File: config.mk
export PLATFORM = sky130hd
export DESIGN_NAME = vram_write_queue_flat
export DESIGN_NICKNAME = d
export VERILOG_FILES = /design/src/rtl/vram_pkg.sv /design/src/rtl/vram_write_queue_if.sv /design/src/rtl/sync_fifo.sv /design/src/rtl/vram_write_queue.sv /design/src/flat_wrapper.sv
export SDC_FILE = /design/constraint.sdc
export NUM_CORES = 1
export LEC_CHECK = 0
export ABC_AREA = 1
export BUFFER_PORTS_ARGS = -buffer_cell sky130_fd_sc_hd__buf_2
export CELL_PAD_IN_SITES_DETAIL_PLACEMENT = 1
export CELL_PAD_IN_SITES_GLOBAL_PLACEMENT = 1
export CORE_MARGIN = 4
export CORE_UTILIZATION = 46
export CTS_CLUSTER_SIZE = 25
export DETAILED_ROUTE_END_ITERATION = 10
export PLACE_DENSITY_LB_ADDON = 0.1
export SLEW_MARGIN = 25
export SYNTH_ARGS = -nofsm -noshare
export SYNTH_HDL_FRONTEND = slang
export SYNTH_SLANG_ARGS = --single-unit
File: constraint.sdc
create_clock -name clk -period 3.3 [get_ports clk]
set_input_delay 0.33 -clock clk [delete_from_list [all_inputs] [get_ports clk]]
set_output_delay 0.33 -clock clk [all_outputs]
set_load 0.05 [all_outputs]
File: src/rtl/vram_pkg.sv
// Shared definitions for the VRAM write queue: FSM states and command entry sizing.
package vram_pkg;

    typedef enum logic [2:0] {
        ST_IDLE,
        ST_WAIT_BUSY,
        ST_WAIT_DONE,
        ST_RELEASE,
        ST_HALT
    } state_t;

    localparam int DEF_WORD_WIDTH    = 16;
    localparam int DEF_ADDRESS_WIDTH = 16;

    // Command entry layout is {write, address, wdata}.
    localparam int CMD_WIDTH = DEF_ADDRESS_WIDTH + DEF_WORD_WIDTH + 1;

    function automatic int entry_width(input int aw, input int ww);
        return aw + ww + 1;
    endfunction

endpackage

File: src/rtl/vram_write_queue_if.sv
// CPU-side access bus and encoder-side request/busy bus of the VRAM write queue.
interface vram_write_queue_if #(
    parameter int ADDRESS_WIDTH = 16,
    parameter int WORD_WIDTH    = 16
);
    // CPU side
    logic                     cpu_valid;
    logic                     cpu_write;
    logic [ADDRESS_WIDTH-1:0] cpu_address;
    logic [WORD_WIDTH-1:0]    cpu_wdata;
    logic                     cpu_ready;
    logic [WORD_WIDTH-1:0]    cpu_rdata;
    logic                     cpu_rdata_valid;

    // Encoder side
    logic                     request;
    logic                     busy;
    logic                     initialized;
    logic [ADDRESS_WIDTH-1:0] address;
    logic                     write_enable;
    logic [WORD_WIDTH-1:0]    data_out;
    logic [WORD_WIDTH-1:0]    data_in;

    modport cpu_mst (
        output cpu_valid, cpu_write, cpu_address, cpu_wdata,
        input  cpu_ready, cpu_rdata, cpu_rdata_valid
    );
    modport cpu_slv (
        input  cpu_valid, cpu_write, cpu_address, cpu_wdata,
        output cpu_ready, cpu_rdata, cpu_rdata_valid
    );
    modport enc_mst (
        output request, address, write_enable, data_out,
        input  busy, initialized, data_in
    );
    modport enc_slv (
        input  request, address, write_enable, data_out,
        output busy, initialized, data_in
    );
endinterface

File: src/rtl/sync_fifo.sv
// First-word-fall-through synchronous FIFO; pushes while full and pops while empty are ignored.
module sync_fifo #(
    parameter int WIDTH = 8,
    parameter int DEPTH = 4
) (
    input  logic                   clk,
    input  logic                   rst,
    input  logic                   push,
    input  logic                   pop,
    input  logic [WIDTH-1:0]       wdata,
    output logic [WIDTH-1:0]       rdata,
    output logic                   full,
    output logic                   empty,
    output logic [$clog2(DEPTH):0] count
);
    localparam int PW = $clog2(DEPTH);

    logic [WIDTH-1:0] mem_q [DEPTH];
    logic [PW-1:0]    wptr_q, rptr_q;
    logic [PW:0]      cnt_q;
    logic             do_push, do_pop;

    assign full    = (cnt_q == (PW+1)'(DEPTH));
    assign empty   = (cnt_q == '0);
    assign count   = cnt_q;
    assign rdata   = mem_q[rptr_q];
    assign do_push = push && !full;
    assign do_pop  = pop && !empty;

    // Storage array; contents need no reset since the count qualifies them.
    always_ff @(posedge clk) begin
        if (do_push) mem_q[wptr_q] <= wdata;
    end

    // Pointers wrap naturally at DEPTH (power of two); count tracks occupancy.
    always_ff @(posedge clk or posedge rst) begin
        if (rst) begin
            wptr_q <= '0;
            rptr_q <= '0;
            cnt_q  <= '0;
        end else begin
            if (do_push) wptr_q <= wptr_q + 1'b1;
            if (do_pop)  rptr_q <= rptr_q + 1'b1;
            case ({do_push, do_pop})
                2'b10:   cnt_q <= cnt_q + 1'b1;
                2'b01:   cnt_q <= cnt_q - 1'b1;
                default: cnt_q <= cnt_q;
            endcase
        end
    end
endmodule

File: src/rtl/vram_write_queue.sv
// Queues CPU memory accesses and replays them in order to the SPI SRAM encoder.
module vram_write_queue
    import vram_pkg::*;
#(
    parameter int WORD_WIDTH    = 16,
    parameter int ADDRESS_WIDTH = 16,
    parameter int FIFO_DEPTH    = 4,
    parameter int START_TIMEOUT = 64
) (
    input  logic                        clk,
    input  logic                        reset,
    vram_write_queue_if.cpu_slv         cpu,
    vram_write_queue_if.enc_mst         enc,
    output logic                        drained,
    output logic [$clog2(FIFO_DEPTH):0] pending,
    output logic                        overflow,
    output logic                        timeout_error
);
    localparam int EW = entry_width(ADDRESS_WIDTH, WORD_WIDTH);
    localparam int TW = $clog2(START_TIMEOUT + 1);

    state_t                   state_q, state_d;
    logic                     req_q, req_d;
    logic [ADDRESS_WIDTH-1:0] addr_q, addr_d;
    logic                     we_q, we_d;
    logic [WORD_WIDTH-1:0]    wdata_q, wdata_d;
    logic [WORD_WIDTH-1:0]    rdata_q, rdata_d;
    logic                     rvld_q, rvld_d;
    logic                     ovf_q, ovf_d;
    logic                     tmo_q, tmo_d;
    logic [TW-1:0]            tcnt_q, tcnt_d;

    logic                     push, pop, full, empty;
    logic [EW-1:0]            head;

    assign push = cpu.cpu_valid && cpu.cpu_ready;

    sync_fifo #(
        .WIDTH (EW),
        .DEPTH (FIFO_DEPTH)
    ) u_fifo (
        .clk   (clk),
        .rst   (reset),
        .push  (push),
        .pop   (pop),
        .wdata ({cpu.cpu_write, cpu.cpu_address, cpu.cpu_wdata}),
        .rdata (head),
        .full  (full),
        .empty (empty),
        .count (pending)
    );

    assign cpu.cpu_ready       = !full;
    assign cpu.cpu_rdata       = rdata_q;
    assign cpu.cpu_rdata_valid = rvld_q;
    assign enc.request         = req_q;
    assign enc.address         = addr_q;
    assign enc.write_enable    = we_q;
    assign enc.data_out        = wdata_q;
    assign drained             = empty && (state_q == ST_IDLE) && !req_q;
    assign overflow            = ovf_q;
    assign timeout_error       = tmo_q;

    // Launch/handshake FSM: next state, pop strobe and output register updates.
    always_comb begin
        state_d = state_q;
        req_d   = req_q;
        addr_d  = addr_q;
        we_d    = we_q;
        wdata_d = wdata_q;
        rdata_d = rdata_q;
        rvld_d  = 1'b0;
        tmo_d   = tmo_q;
        tcnt_d  = tcnt_q;
        pop     = 1'b0;
        // A dropped push is remembered until reset.
        ovf_d   = ovf_q | (cpu.cpu_valid && !cpu.cpu_ready);
        case (state_q)
            ST_IDLE: begin
                if (enc.initialized && !empty) begin
                    pop     = 1'b1;
                    we_d    = head[EW-1];
                    addr_d  = head[EW-2 -: ADDRESS_WIDTH];
                    wdata_d = head[WORD_WIDTH-1:0];
                    req_d   = 1'b1;
                    tcnt_d  = '0;
                    state_d = ST_WAIT_BUSY;
                end
            end
            ST_WAIT_BUSY: begin
                if (enc.busy) begin
                    state_d = ST_WAIT_DONE;
                end else if (tcnt_q == TW'(START_TIMEOUT - 1)) begin
                    tmo_d   = 1'b1;
                    req_d   = 1'b0;
                    state_d = ST_HALT;
                end else begin
                    tcnt_d  = tcnt_q + 1'b1;
                end
            end
            ST_WAIT_DONE: begin
                if (!enc.busy) begin
                    req_d = 1'b0;
                    if (!we_q) begin
                        rdata_d = enc.data_in;
                        rvld_d  = 1'b1;
                    end
                    state_d = ST_RELEASE;
                end
            end
            // One guaranteed low cycle on request before the next launch.
            ST_RELEASE: state_d = ST_IDLE;
            ST_HALT:    state_d = ST_HALT;
            default:    state_d = ST_IDLE;
        endcase
    end

    // State and output registers; reset aborts any transaction in flight.
    always_ff @(posedge clk or posedge reset) begin
        if (reset) begin
            state_q <= ST_IDLE;
            req_q   <= 1'b0;
            addr_q  <= '0;
            we_q    <= 1'b0;
            wdata_q <= '0;
            rdata_q <= '0;
            rvld_q  <= 1'b0;
            ovf_q   <= 1'b0;
            tmo_q   <= 1'b0;
            tcnt_q  <= '0;
        end else begin
            state_q <= state_d;
            req_q   <= req_d;
            addr_q  <= addr_d;
            we_q    <= we_d;
            wdata_q <= wdata_d;
            rdata_q <= rdata_d;
            rvld_q  <= rvld_d;
            ovf_q   <= ovf_d;
            tmo_q   <= tmo_d;
            tcnt_q  <= tcnt_d;
        end
    end
endmodule

File: src/flat_wrapper.sv
// flat-port wrapper written by rule: the top's interface ports become plain ports
module vram_write_queue_flat import vram_pkg::*;
#(
    parameter int WORD_WIDTH    = 16,
    parameter int ADDRESS_WIDTH = 16,
    parameter int FIFO_DEPTH    = 4,
    parameter int START_TIMEOUT = 64
)
  (clk, reset, drained, pending, overflow, timeout_error, cpu_cpu_valid, cpu_cpu_write, cpu_cpu_address, cpu_cpu_wdata, cpu_cpu_ready, cpu_cpu_rdata, cpu_cpu_rdata_valid, enc_request, enc_address, enc_write_enable, enc_data_out, enc_busy, enc_initialized, enc_data_in);
  vram_write_queue_if #(.ADDRESS_WIDTH(ADDRESS_WIDTH), .WORD_WIDTH(WORD_WIDTH)) cpu_i ();
  vram_write_queue_if #(.ADDRESS_WIDTH(ADDRESS_WIDTH), .WORD_WIDTH(WORD_WIDTH)) enc_i ();
  input  logic clk;
  input  logic reset;
  output logic drained;
  output logic [$clog2(FIFO_DEPTH):0] pending;
  output logic overflow;
  output logic timeout_error;
  input wire logic [$bits(cpu_i.cpu_valid)-1:0] cpu_cpu_valid;
  input wire logic [$bits(cpu_i.cpu_write)-1:0] cpu_cpu_write;
  input wire logic [$bits(cpu_i.cpu_address)-1:0] cpu_cpu_address;
  input wire logic [$bits(cpu_i.cpu_wdata)-1:0] cpu_cpu_wdata;
  output wire logic [$bits(cpu_i.cpu_ready)-1:0] cpu_cpu_ready;
  output wire logic [$bits(cpu_i.cpu_rdata)-1:0] cpu_cpu_rdata;
  output wire logic [$bits(cpu_i.cpu_rdata_valid)-1:0] cpu_cpu_rdata_valid;
  output wire logic [$bits(enc_i.request)-1:0] enc_request;
  output wire logic [$bits(enc_i.address)-1:0] enc_address;
  output wire logic [$bits(enc_i.write_enable)-1:0] enc_write_enable;
  output wire logic [$bits(enc_i.data_out)-1:0] enc_data_out;
  input wire logic [$bits(enc_i.busy)-1:0] enc_busy;
  input wire logic [$bits(enc_i.initialized)-1:0] enc_initialized;
  input wire logic [$bits(enc_i.data_in)-1:0] enc_data_in;
  assign cpu_i.cpu_valid = cpu_cpu_valid;
  assign cpu_i.cpu_write = cpu_cpu_write;
  assign cpu_i.cpu_address = cpu_cpu_address;
  assign cpu_i.cpu_wdata = cpu_cpu_wdata;
  assign cpu_cpu_ready = cpu_i.cpu_ready;
  assign cpu_cpu_rdata = cpu_i.cpu_rdata;
  assign cpu_cpu_rdata_valid = cpu_i.cpu_rdata_valid;
  assign enc_request = enc_i.request;
  assign enc_address = enc_i.address;
  assign enc_write_enable = enc_i.write_enable;
  assign enc_data_out = enc_i.data_out;
  assign enc_i.busy = enc_busy;
  assign enc_i.initialized = enc_initialized;
  assign enc_i.data_in = enc_data_in;
  vram_write_queue #(.WORD_WIDTH(WORD_WIDTH), .ADDRESS_WIDTH(ADDRESS_WIDTH), .FIFO_DEPTH(FIFO_DEPTH), .START_TIMEOUT(START_TIMEOUT)) u_core (.clk(clk), .reset(reset), .cpu(cpu_i), .enc(enc_i), .drained(drained), .pending(pending), .overflow(overflow), .timeout_error(timeout_error));
endmodule
==> metrics, run 1 <==
number of filler instances in the final layout=1774; wire length of the first global-routing pass=30900 um; total number of H-tree levels=1; met3 demand-to-capacity share in global routing=0.0377; Worst R2R Setup Slack=0.90 ns; CTS sink cnt=202; number of cells on the worst reg-to-reg path=9; unrepaired setup endpoints after global routing=false; die extent in x=140 um; type of the worst min-delay path=input port to async pin; global-route met2 utilization=0.359; Remaining Overflow, GRT=0; overall global routing resource usage=0.196; fraction of layout instances using a drive strength above 1=0.232; number of placement rows=47; Max-cap violations=0; slew at the pin closest to its max-slew limit=0.923 ns; post-CTS setup buffer count=0; adder-cell share of the synthesized area=0.0119; Post-Synthesis Net Count=730; Critical R2R Capture=u_core.u_fifo.count[2]$_DFFE_PP0P_; number of synthesis warnings=0; final layout net count=844; Most Frequent Cell on Critical Path=sky130_fd_sc_hd__nand2_1; worst hold slack=-0.0293 ns; Avg Cell Area, Syn=11.9 um2; RR Startpoint=u_core.u_fifo.count[1]$_DFFE_PP0P_; fin. max-slew vios=0; synthesized-area fraction occupied by ao, oa, aoi and oai cells=0.0798; startpoint-to-endpoint class of the critical path=flop to flop; cell taking the most area after synthesis=sky130_fd_sc_hd__edfxtp_1; Worst Skew=0.0108 ns; Worst EP arrival=2.77 ns; pre-CTS setup slack=0.911 ns; insertion delay of the later-clocked pin in the worst-skew pair=0.50 ns; Final Critical Period=2.40 ns; CP max-delay cell=sky130_fd_sc_hd__dfrtp_1; maximum operating frequency=417 MHz; maximum number of pins on one net before global-route repair=70; number of flops mapped to enable cells by yosys=132; register area share after synthesis=0.718; share of async-settable or async-resettable flops after synthesis=0.347; DRT Wirelength=19100 um; number of iterations in the first detailed-routing pass=5; CTS Root Cell=sky130_fd_sc_hd__clkbuf_16; most frequent cell after synthesis=sky130_fd_sc_hd__nor2_1; Die Height=140 um; number of top-level pins=112; static leakage=3.83 nW; violated checks=negative hold slack; #FFs+latches synth=202; TritonCTS clock tree=yes; cell area after synthesis=0.00796 mm2; global routing's busiest layer=met2; post-synthesis cell count=669; clock slew at reported path FFs=0.06 ns; drt initial violations=282; post-detailed-route count of antenna-violating nets=0; starting density of the core=0.475; outcome=finished with violations; launching element type of the critical path=flop; parity-gate share of the synthesized area counting xor and xnor cells=0.00660; Slew HR=0.383; Synth Flop Type=sky130_fd_sc_hd__edfxtp_1; routability congestion estimate=0.779; largest fanout of any net on the critical path=8; combinational family with the most area after synthesis=simple AND/OR/NAND/NOR gates; VDD IR max=0.552 mV; power density over the cells=1090 mW/mm2; Die ar.=0.0195 mm2; nature of the critical path endpoint=flop; hold violation count in the final report=51; CTS buffer count=22; routed via count divided by cell count=5.21; fin crit share=0.727; post-detailed-placement half-perimeter wirelength=11800 um; layout overhead on the synthesized area=19.1%; accumulated negative setup slack=0 ns; count of hold-fix buffers inserted at cts=0; proportion of synthesized area in mux cells=0; area share of the largest cell type after synthesis=0.498; number of different library cells in the post-synthesis netlist=33; routing usage on met1=0.242; maximum count of clock buffers along a single path=3; number of gates resized after CTS=0; count of buffers from port buffering=111; most numerous cell types in the synthesized netlist=sky130_fd_sc_hd__nor2_1 (173), sky130_fd_sc_hd__edfxtp_1 (132), sky130_fd_sc_hd__nand2_1 (80); longest individual stage delay on the worst path=0.41 ns; remaining routing DRC violations=0; number of global-route vias before repair=5887; final count of negative-setup-slack endpoints=0; cells taking the most area after synthesis=sky130_fd_sc_hd__edfxtp_1 (50%), sky130_fd_sc_hd__dfrtp_1 (22%), sky130_fd_sc_hd__nor2_1 (8.2%); via total after detailed routing=5308; Placeable Area=0.0168 mm2; post-synthesis share of cell area spent on and, or, nand and nor gates=0.142; setup slack after layout=0.900 ns; initial antenna violation count=1; Required @ worst endpoint=3.67 ns; ordered cell list for the critical path=nor2_2 > nand2_1 > nand2_1 > ha_1 > inv_1 > fa_1 > a21oi_1 > o21ai_0 > xor2_1; routed wirelength normalized by instance count=18.7 um
==> worst max-delay path by stage <==
stage / startpoint / endpoint / slack, ns / cells past startpoint
final: u_core.u_fifo.count[1]$_DFFE_PP0P_ / u_core.u_fifo.count[2]$_DFFE_PP0P_ / 0.90 / 9
after global routing: u_core.u_fifo.count[1]$_DFFE_PP0P_ / u_core.u_fifo.count[2]$_DFFE_PP0P_ / 0.69 / 9
after CTS: u_core.u_fifo.count[1]$_DFFE_PP0P_ / u_core.u_fifo.count[2]$_DFFE_PP0P_ / 0.89 / 9
after detailed placement: u_core.u_fifo.count[0]$_DFFE_PP0P_ / u_core.u_fifo.count[2]$_DFFE_PP0P_ / 0.91 / 9
after global placement: u_core.u_fifo.count[1]$_DFFE_PP0P_ / u_core.u_fifo.count[2]$_DFFE_PP0P_ / 1.06 / 9
after floorplan: u_core.u_fifo.count[1]$_DFFE_PP0P_ / u_core.u_fifo.mem_q[0][0]$_DFFE_PP_ / -0.004 / 4
==> critical path: cells and delay by family (launching register included) <==
family	cells	cell delay, ns
buffers and inverters	1	0.07
DFF	1	0.41
and+or+nand+nor	3	0.68
AOI/OAI and AO/OA	2	0.32
xor gates and xnor gates	1	0.16
adders and majority gates	2	0.63
==> placed cells by master (no fill, tap or decap), types with 10 or more instances in the layout <==
cell                        netlist  final
sky130_fd_sc_hd__buf_4            2     10
sky130_fd_sc_hd__nor2_1         173    169
sky130_fd_sc_hd__buf_2           11    111
sky130_fd_sc_hd__edfxtp_1       132    132
sky130_fd_sc_hd__inv_1           23     22
sky130_fd_sc_hd__nand2_1         80     80
sky130_fd_sc_hd__o21ai_1         19     19
sky130_fd_sc_hd__o21ai_0         57     57
sky130_fd_sc_hd__dfrtp_1         70     68
sky130_fd_sc_hd__a31oi_1         32     32
sky130_fd_sc_hd__clkbuf_16        0     23
==> metal layers <==
layer / up-vias / share of wire / wire length [um]
li1: 2505 / - / -
met5: - / 0 / 0
met4: 0 / 0.018 / 342
met1: 2636 / 0.41 / 7810
met3: 30 / 0.051 / 972
met2: 137 / 0.52 / 9980
==> metrics by stage <==
step / util / area [um2] / power [W] / hold WS, ns / std cells
floorplan: - / 7960 / 0.00674 / 0.429 / 669
global placement: 0.519 / 8690 / 0.00758 / 0.457 / 979
detailed placement: 0.519 / 8690 / 0.00775 / 0.468 / 979
CTS: 0.566 / 9480 / 0.0105 / 0.0174 / 1018
global route: 0.566 / 9480 / 0.0110 / 0.0235 / 1019
finish: 0.566 / 9480 / 0.0103 / -0.0293 / 1019
==> area by class of cell <==
cell class | instances | area, um2 | share of cell area
diodes | 1 | 2.50 | 0.000264
clock inverters | 10 | 178 | 0.0187
clock buffers | 29 | 608 | 0.0641
repair buffers | 121 | 631 | 0.0665
inverters | 32 | 129 | 0.0136
well taps | 220 | 275 | 0.0290
flip-flops and latches | 202 | 5720 | 0.603
multi-input cells | 404 | 1940 | 0.205
==> sequential cells by signal, indices dropped and copies added, names as in the netlist <==
signal	flops
u_core.cpu.cpu_rdata	16
u_core.cpu.cpu_rdata_valid	1
u_core.enc.address	16
u_core.enc.data_out	16
u_core.enc.request	1
u_core.enc.write_enable	1
u_core.overflow	1
u_core.state_q	3
u_core.tcnt_q	7
u_core.timeout_error	1
u_core.u_fifo.count	3
u_core.u_fifo.mem_q	132
u_core.u_fifo.rptr_q	2
u_core.u_fifo.wptr_q	2
==> report_power, final <==
group	internal, W	switching, W	total [W]
Combinational	0.000944	0.00299	0.00393
Clock	0.00169	0.000955	0.00264
Sequential	0.00345	0.000309	0.00376
==> cells by family after synthesis <==
family                   after synthesis
adder cells (fa/ha/maj)                7
buffers and inverters                 63
flip-flops                           202
AND/OR/NAND/NOR                      274
XOR/XNOR                               6
AO/OA/AOI/OAI                        117
No activity file was read; power rests on OpenSTA's default activity.
==> run 2: changes to the inputs <==
Settings changed: CORE_UTILIZATION 46 to 41.
Clock period 3.3 ns to 2 ns, I/O delays scaled along.
==> run 2 against run 1 <==
Compared with the run above:
- the flow now finishes without violations
- clock power grew 56%
- non-clock buffer count rose by 54
- total power is 66% higher
- via count grew 3.1%
- cell area increased by 7.2%
- clock skew increased by 0.011 ns
==> metrics, run 2 (synthesized netlist as in run 1, its figures left out) <==
power density over the cells=1690 mW/mm2; CTS Root Cell=sky130_fd_sc_hd__clkbuf_16; fraction of layout instances using a drive strength above 1=0.232; hold violation count in the final report=0; DRT Wirelength=19700 um; Placed Cells incl. Taps=1022; maximum count of clock buffers along a single path=3; startpoint-to-endpoint class of the critical path=flop to flop; number of placement rows=50; routability congestion estimate=0.731; starting density of the core=0.421; clock slew at reported path FFs=0.06 ns; die extent in x=147 um; CTS buffer count=23; via total after detailed routing=5474; routed via count divided by cell count=4.91; Slew HR=0.514; overall global routing resource usage=0.185; CTS sink cnt=202; number of global-route vias before repair=6045; global routing's busiest layer=met2; global-route met2 utilization=0.333; routing usage on met1=0.235; most frequent standard cell in the layout excluding fill and tap cells=sky130_fd_sc_hd__nor2_1; Worst Skew=0.0214 ns; ordered cell list for the critical path=nor2_4 > nand2_4 > nand2_8 > ha_1 > inv_1 > fa_2 > a21oi_1 > o21ai_1 > xor2_1; Final Core Density=0.538; met3 demand-to-capacity share in global routing=0.0308; number of diodes added for antenna fixing=0; layout overhead on the synthesized area=27.7%; Remaining Overflow, GRT=0; total number of H-tree levels=1; Required @ worst endpoint=2.38 ns; most frequent cells in the layout=sky130_fd_sc_hd__nor2_1 (169), sky130_fd_sc_hd__edfxtp_1 (132), sky130_fd_sc_hd__buf_2 (111); maximum number of pins on one net before global-route repair=70; remaining routing DRC violations=0; TritonCTS clock tree=yes; Worst EP arrival=2.26 ns; number of gates resized after CTS=0; VDD IR max=0.955 mV; longest individual stage delay on the worst path=0.45 ns; maximum operating frequency=530 MHz; launching element type of the critical path=flop; Max-cap violations=0; unrepaired setup endpoints after global routing=false; number of iterations in the first detailed-routing pass=4; slew at the pin closest to its max-slew limit=0.727 ns; nature of the critical path endpoint=flop; CP max-delay cell=sky130_fd_sc_hd__dfrtp_2; fin crit share=0.943; Final Non-Filler Cells=1114; Placeable Area=0.0189 mm2; Final Critical Period=1.89 ns; largest fanout of any net on the critical path=8; final count of negative-setup-slack endpoints=0; insertion delay of the later-clocked pin in the worst-skew pair=0.51 ns; static leakage=4.08 nW; post-detailed-placement half-perimeter wirelength=11500 um; largest register by flop count=u_core.u_fifo.mem_q; count of buffers from port buffering=111; drt initial violations=285; outcome=finished clean; routed wirelength normalized by instance count=17.7 um; number of top-level pins=112; wire length of the first global-routing pass=32000 um; initial antenna violation count=0; type of the worst min-delay path=input port to flop; post-detailed-route count of antenna-violating nets=0; Die ar.=0.0217 mm2; Die Height=147 um; max reg flops=132; fin. max-slew vios=0; final layout net count=899
## run 2: changes by cell type in the layout (fill, tap and decap cells not counted), moves of 4 or more
| cell | before | now |
|---|---|---|
| sky130_fd_sc_hd__buf_4 | 10 | 6 |
| sky130_fd_sc_hd__clkbuf_8 | 1 | 5 |
| sky130_fd_sc_hd__bufinv_16 | 5 | 1 |
| sky130_fd_sc_hd__buf_12 | 0 | 8 |
| sky130_fd_sc_hd__dlygate4sd3_1 | 0 | 50 |
## run 2: worst paths after layout
path / from / to / cells past startpoint / slack (ns)
setup / recovery: u_core.u_fifo.count[0]$_DFFE_PP0P_ / u_core.u_fifo.count[2]$_DFFE_PP0P_ / 9 / 0.11
hold / removal: enc_busy / u_core.state_q[1]$_DFFE_PP0P_ / 3 / 0.05
setup reg to reg: u_core.u_fifo.count[0]$_DFFE_PP0P_ / u_core.u_fifo.count[2]$_DFFE_PP0P_ / 9 / 0.11
hold reg to reg: u_core.cpu.cpu_rdata[13]$_DFFE_PP0P_ / u_core.cpu.cpu_rdata[13]$_DFFE_PP0P_ / 2 / 0.48
max in group asynchronous: reset / u_core.u_fifo.rptr_q[0]$_DFFE_PP0P_ / 4 / 0.99
min in group asynchronous: reset / u_core.enc.data_out[3]$_DFFE_PP0N_ / 3 / 0.36
## run 2: critical path, delay by kind of cell (launching register included)
family                     cells  cell delay [ns]
and+or+nand+nor                3             0.35
AOI/OAI and AO/OA              2             0.27
buffers and inverters          1             0.06
adders and majority gates      2             0.49
DFF                            1             0.45
xor gates and xnor gates       1             0.15
## run 2: layout make-up
| cell class | instances | area [um2] |
|---|---|---|
| fill | 1983 | 8720 |
| clock buffer | 35 | 692 |
| clock inverter | 6 | 61.3 |
| inverter | 32 | 129 |
| tap | 260 | 325 |
| timing repair buffer | 175 | 1260 |
| multi-input combinational | 404 | 1980 |
| sequential | 202 | 5720 |
## run 2: stage by stage
stage               TNS (ns)  total power [W]  hold WS, ns  setup slack, ns  area, um2
finish                     0           0.0172       0.0517            0.113      10200
global placement           0           0.0129        0.347            0.172       8910
floorplan            -0.0864           0.0112        0.299          -0.0855       8040
detailed placement         0           0.0131        0.361            0.115       8910
CTS                        0           0.0174       0.0338            0.106      10200
global route               0           0.0183       0.0437          0.00319      10200
## run 2: what timing repair did
action | 4_1_cts | 5_1_grt
hold buffers | 50 | 0
endpoints found under the setup margin | 0 | 1
setup buffers | 0 | 1
endpoints found under the hold margin | 171 | 0
## run 2: routing by layer
layer  share of wire  routed length [um]
met4           0.017                 344
met3           0.046                 910
met5               0                   0
met1            0.44                8580
met2            0.50                9880
## run 2: power breakdown
group          total [W]  switching (W)  internal, W  leakage (nW)
combinational    0.00686        0.00504      0.00181          1.67
clock            0.00411        0.00160      0.00251         0.369
sequential       0.00620       0.000511      0.00569          2.03
total             0.0172        0.00715       0.0100          4.08
==> run 3: changes to the inputs <==
Settings changed: ABC_AREA 1 to not set, CAP_MARGIN set to 5, CORE_UTILIZATION 41 to 44.
==> run 3 against run 2 <==
Compared with the run above:
- flip-flop and latch count unchanged
- combinational power fell by 9.2%
- maximum frequency decreased by 3.1%
- non-clock buffer count is 6 higher
- area after synthesis fell by 3.9%
- global-route usage down 1.8 points
- cell count is 28% lower
- clock power fell by 6.8%
- largest power group is now sequential cells
- hold slack got worse by 0.017 ns
- first-iteration DRC count is 32% lower
- sequential power rose by 1%
- die area shrank 9.9%
==> metrics, run 3 <==
proportion of power drawn by flip-flops and latches=0.384; Post-Synthesis Net Count=440; via total after detailed routing=4081; most frequent cell after synthesis=sky130_fd_sc_hd__edfxtp_1; clock slew at reported path FFs=0.06 ns; Synth Flop Type=sky130_fd_sc_hd__edfxtp_1; count of buffers from port buffering=111; max reg flops=132; post-detailed-placement half-perimeter wirelength=9690 um; overall power consumption=0.0163 W; CP max-delay cell=sky130_fd_sc_hd__dfrtp_2; number of iterations in the first detailed-routing pass=4; most numerous cell types in the synthesized netlist=sky130_fd_sc_hd__edfxtp_1 (132), sky130_fd_sc_hd__dfrtp_1 (70), sky130_fd_sc_hd__mux2_2 (49); initial antenna violation count=0; Die Height=140 um; number of different library cells in the post-synthesis netlist=40; layout overhead on the synthesized area=28.8%; routability congestion estimate=0.755; part of the power in the clock network=0.234; Switch Pwr=0.00599 W; launching element type of the critical path=flop; nature of the critical path endpoint=output pin; Final Critical Period=1.95 ns; cell area after synthesis=0.00765 mm2; pre-CTS setup slack=0.103 ns; fraction of layout instances using a drive strength above 1=0.447; Slew HR=0.639; cell taking the most area after synthesis=sky130_fd_sc_hd__edfxtp_1; wire length of the first global-routing pass=26000 um; RR Startpoint=u_core.u_fifo.count[1]$_DFFE_PP0P_; end point of the critical path=drained; Cell Int Power=0.0103 W; maximum count of clock buffers along a single path=3; slew at the pin closest to its max-slew limit=0.541 ns; number of top-level pins=112; starting density of the core=0.455; total number of H-tree levels=1; Avg Cell Area, Syn=20.2 um2; Placeable Area=0.0168 mm2; #FFs+latches synth=202; share of async-settable or async-resettable flops after synthesis=0.347; CTS Root Cell=sky130_fd_sc_hd__clkbuf_16; Max-cap violations=0; TritonCTS clock tree=yes; ordered cell list for the critical path=or3_4 > nor4b_4 > buf_6; remaining routing DRC violations=0; Switching Share=0.367; maximum operating frequency=514 MHz; post-detailed-route count of antenna-violating nets=0; Worst R2R Setup Slack=0.12 ns; Critical R2R Capture=u_core.u_fifo.count[2]$_DFFE_PP0P_; outcome=finished clean; cells taking the most area after synthesis=sky130_fd_sc_hd__edfxtp_1 (52%), sky130_fd_sc_hd__dfrtp_1 (23%), sky130_fd_sc_hd__mux4_2 (9.7%); CTS buffer count=22; register area share after synthesis=0.747; Remaining Overflow, GRT=0; area share of the largest cell type after synthesis=0.518; startpoint-to-endpoint class of the critical path=flop to output pin; worst hold slack=0.0343 ns; number of cells on the worst reg-to-reg path=9; Worst EP arrival=1.75 ns; type of the worst min-delay path=input port to flop; fin. max-slew vios=0; DRT Wirelength=15900 um; Worst Skew=0.0224 ns; drt initial violations=195; overall global routing resource usage=0.168; routed via count divided by cell count=5.08; number of diodes added for antenna fixing=0; hold violation count in the final report=0; number of placement rows=47; largest register by flop count=u_core.u_fifo.mem_q; setup slack after layout=0.0529 ns; post-synthesis cell count=379; startpoint of the worst setup timing path=u_core.u_fifo.count[0]$_DFFE_PP0P_; CTS sink cnt=202; post-CTS setup buffer count=0; final layout net count=629; most frequent standard cell in the layout excluding fill and tap cells=sky130_fd_sc_hd__edfxtp_1; static leakage=3.81 nW; insertion delay of the later-clocked pin in the worst-skew pair=0.50 ns; Die ar.=0.0196 mm2; power density over the cells=1660 mW/mm2; final count of negative-setup-slack endpoints=0; Required @ worst endpoint=1.80 ns; number of synthesis warnings=0; routed wirelength normalized by instance count=19.8 um; share of power burned in combinational logic=0.382; number of global-route vias before repair=4576; number of flops mapped to enable cells by yosys=132; most frequent cells in the layout=sky130_fd_sc_hd__edfxtp_1 (132), sky130_fd_sc_hd__buf_2 (110), sky130_fd_sc_hd__dfrtp_1 (65); unrepaired setup endpoints after global routing=true; largest fanout of any net on the critical path=5; fin crit share=0.974; maximum number of pins on one net before global-route repair=45; longest individual stage delay on the worst path=0.43 ns; VDD IR max=1.02 mV; die extent in x=140 um
run 3: changes by cell type after synthesis, sizes merged, moves of 24 or more:
cell,before,now
a31oi,32,3
inv,32,8
mux2,0,50
mux4,0,33
nand2,84,7
nor2,179,8
o21ai,76,2
run 3: critical path, delay by kind of cell, from the launching register on:
family | cells | cell delay [ns]
and+or+nand+nor | 2 | 0.63
DFF | 1 | 0.43
buffers and inverters | 1 | 0.19
run 3: power groups by stage:
stage	Combinational [W]	Clock, W	Sequential (W)
finish	0.00623	0.00383	0.00627
global route	0.00666	0.00415	0.00639
CTS	0.00635	0.00393	0.00628
detailed placement	0.00624	0	0.00634
global placement	0.00615	0	0.00627
floorplan	0.00263	0	0.00820
run 3: cells by family (layout without fill, tap and decap cells):
family / count (synthesis) / count (layout) / synth area share
mux: 84 / 84 / 0.172
xor+xnor: 7 / 7 / 0.00801
simple gates: 35 / 35 / 0.0270
fa+ha+maj: 7 / 7 / 0.0124
flops: 202 / 202 / 0.747
buf+inv: 24 / 229 / 0.0157
compound gates: 20 / 20 / 0.0181
run 3: layer usage:
layer | GRT usage | vias to the layer above | share of wire
li1 | - | 1872 | -
met4 | 0.0347 | 0 | 0.017
met2 | 0.298 | 111 | 0.52
met5 | 0 | - | 0
met3 | 0.0341 | 22 | 0.050
met1 | 0.216 | 2076 | 0.42
run 3: area by class of cell:
cell class / instances / area (um2)
fillers: 1512 / 6960
multi-input cells: 153 / 1860
flip-flops and latches: 202 / 5720
repair buffers: 181 / 1270
clock inverters: 6 / 62.6
clock buffers: 34 / 636
well taps: 220 / 275
inverters: 8 / 31.3
run 3: what timing repair did:
action,in CTS,in global routing
setup endpoints to repair,1,1
hold endpoints to repair,174,0
hold buffers,50,0
resized for setup,2,1
run 3: how the worst min path moves through the flow:
stage | start | to | slack (ns) | depth (start not counted)
2_1_floorplan | cpu_cpu_wdata[0] | u_core.u_fifo.mem_q[0][0]$_DFFE_PP_ | 0.30 | 0
3_3_place_gp | reset | u_core.cpu.cpu_rdata[0]$_DFFE_PP0P_ | 0.24 | 2
4_1_cts | enc_busy | u_core.state_q[0]$_DFFE_PP0P_ | 0.02 | 2
5_1_grt | enc_busy | u_core.state_q[0]$_DFFE_PP0P_ | 0.03 | 2
3_5_place_dp | reset | u_core.cpu.cpu_rdata[0]$_DFFE_PP0P_ | 0.25 | 2
6_report | enc_busy | u_core.state_q[0]$_DFFE_PP0P_ | 0.03 | 2
run 3: per-stage QoR:
stage / area [um2] / utilization / cells / setup TNS, ns
after floorplan: 7690 / - / 379 / -0.847
after global placement: 8640 / 0.514 / 714 / 0
after detailed placement: 8640 / 0.514 / 714 / 0
after CTS: 9850 / 0.586 / 804 / 0
after global routing: 9860 / 0.586 / 804 / -0.0358
final: 9860 / 0.586 / 804 / 0
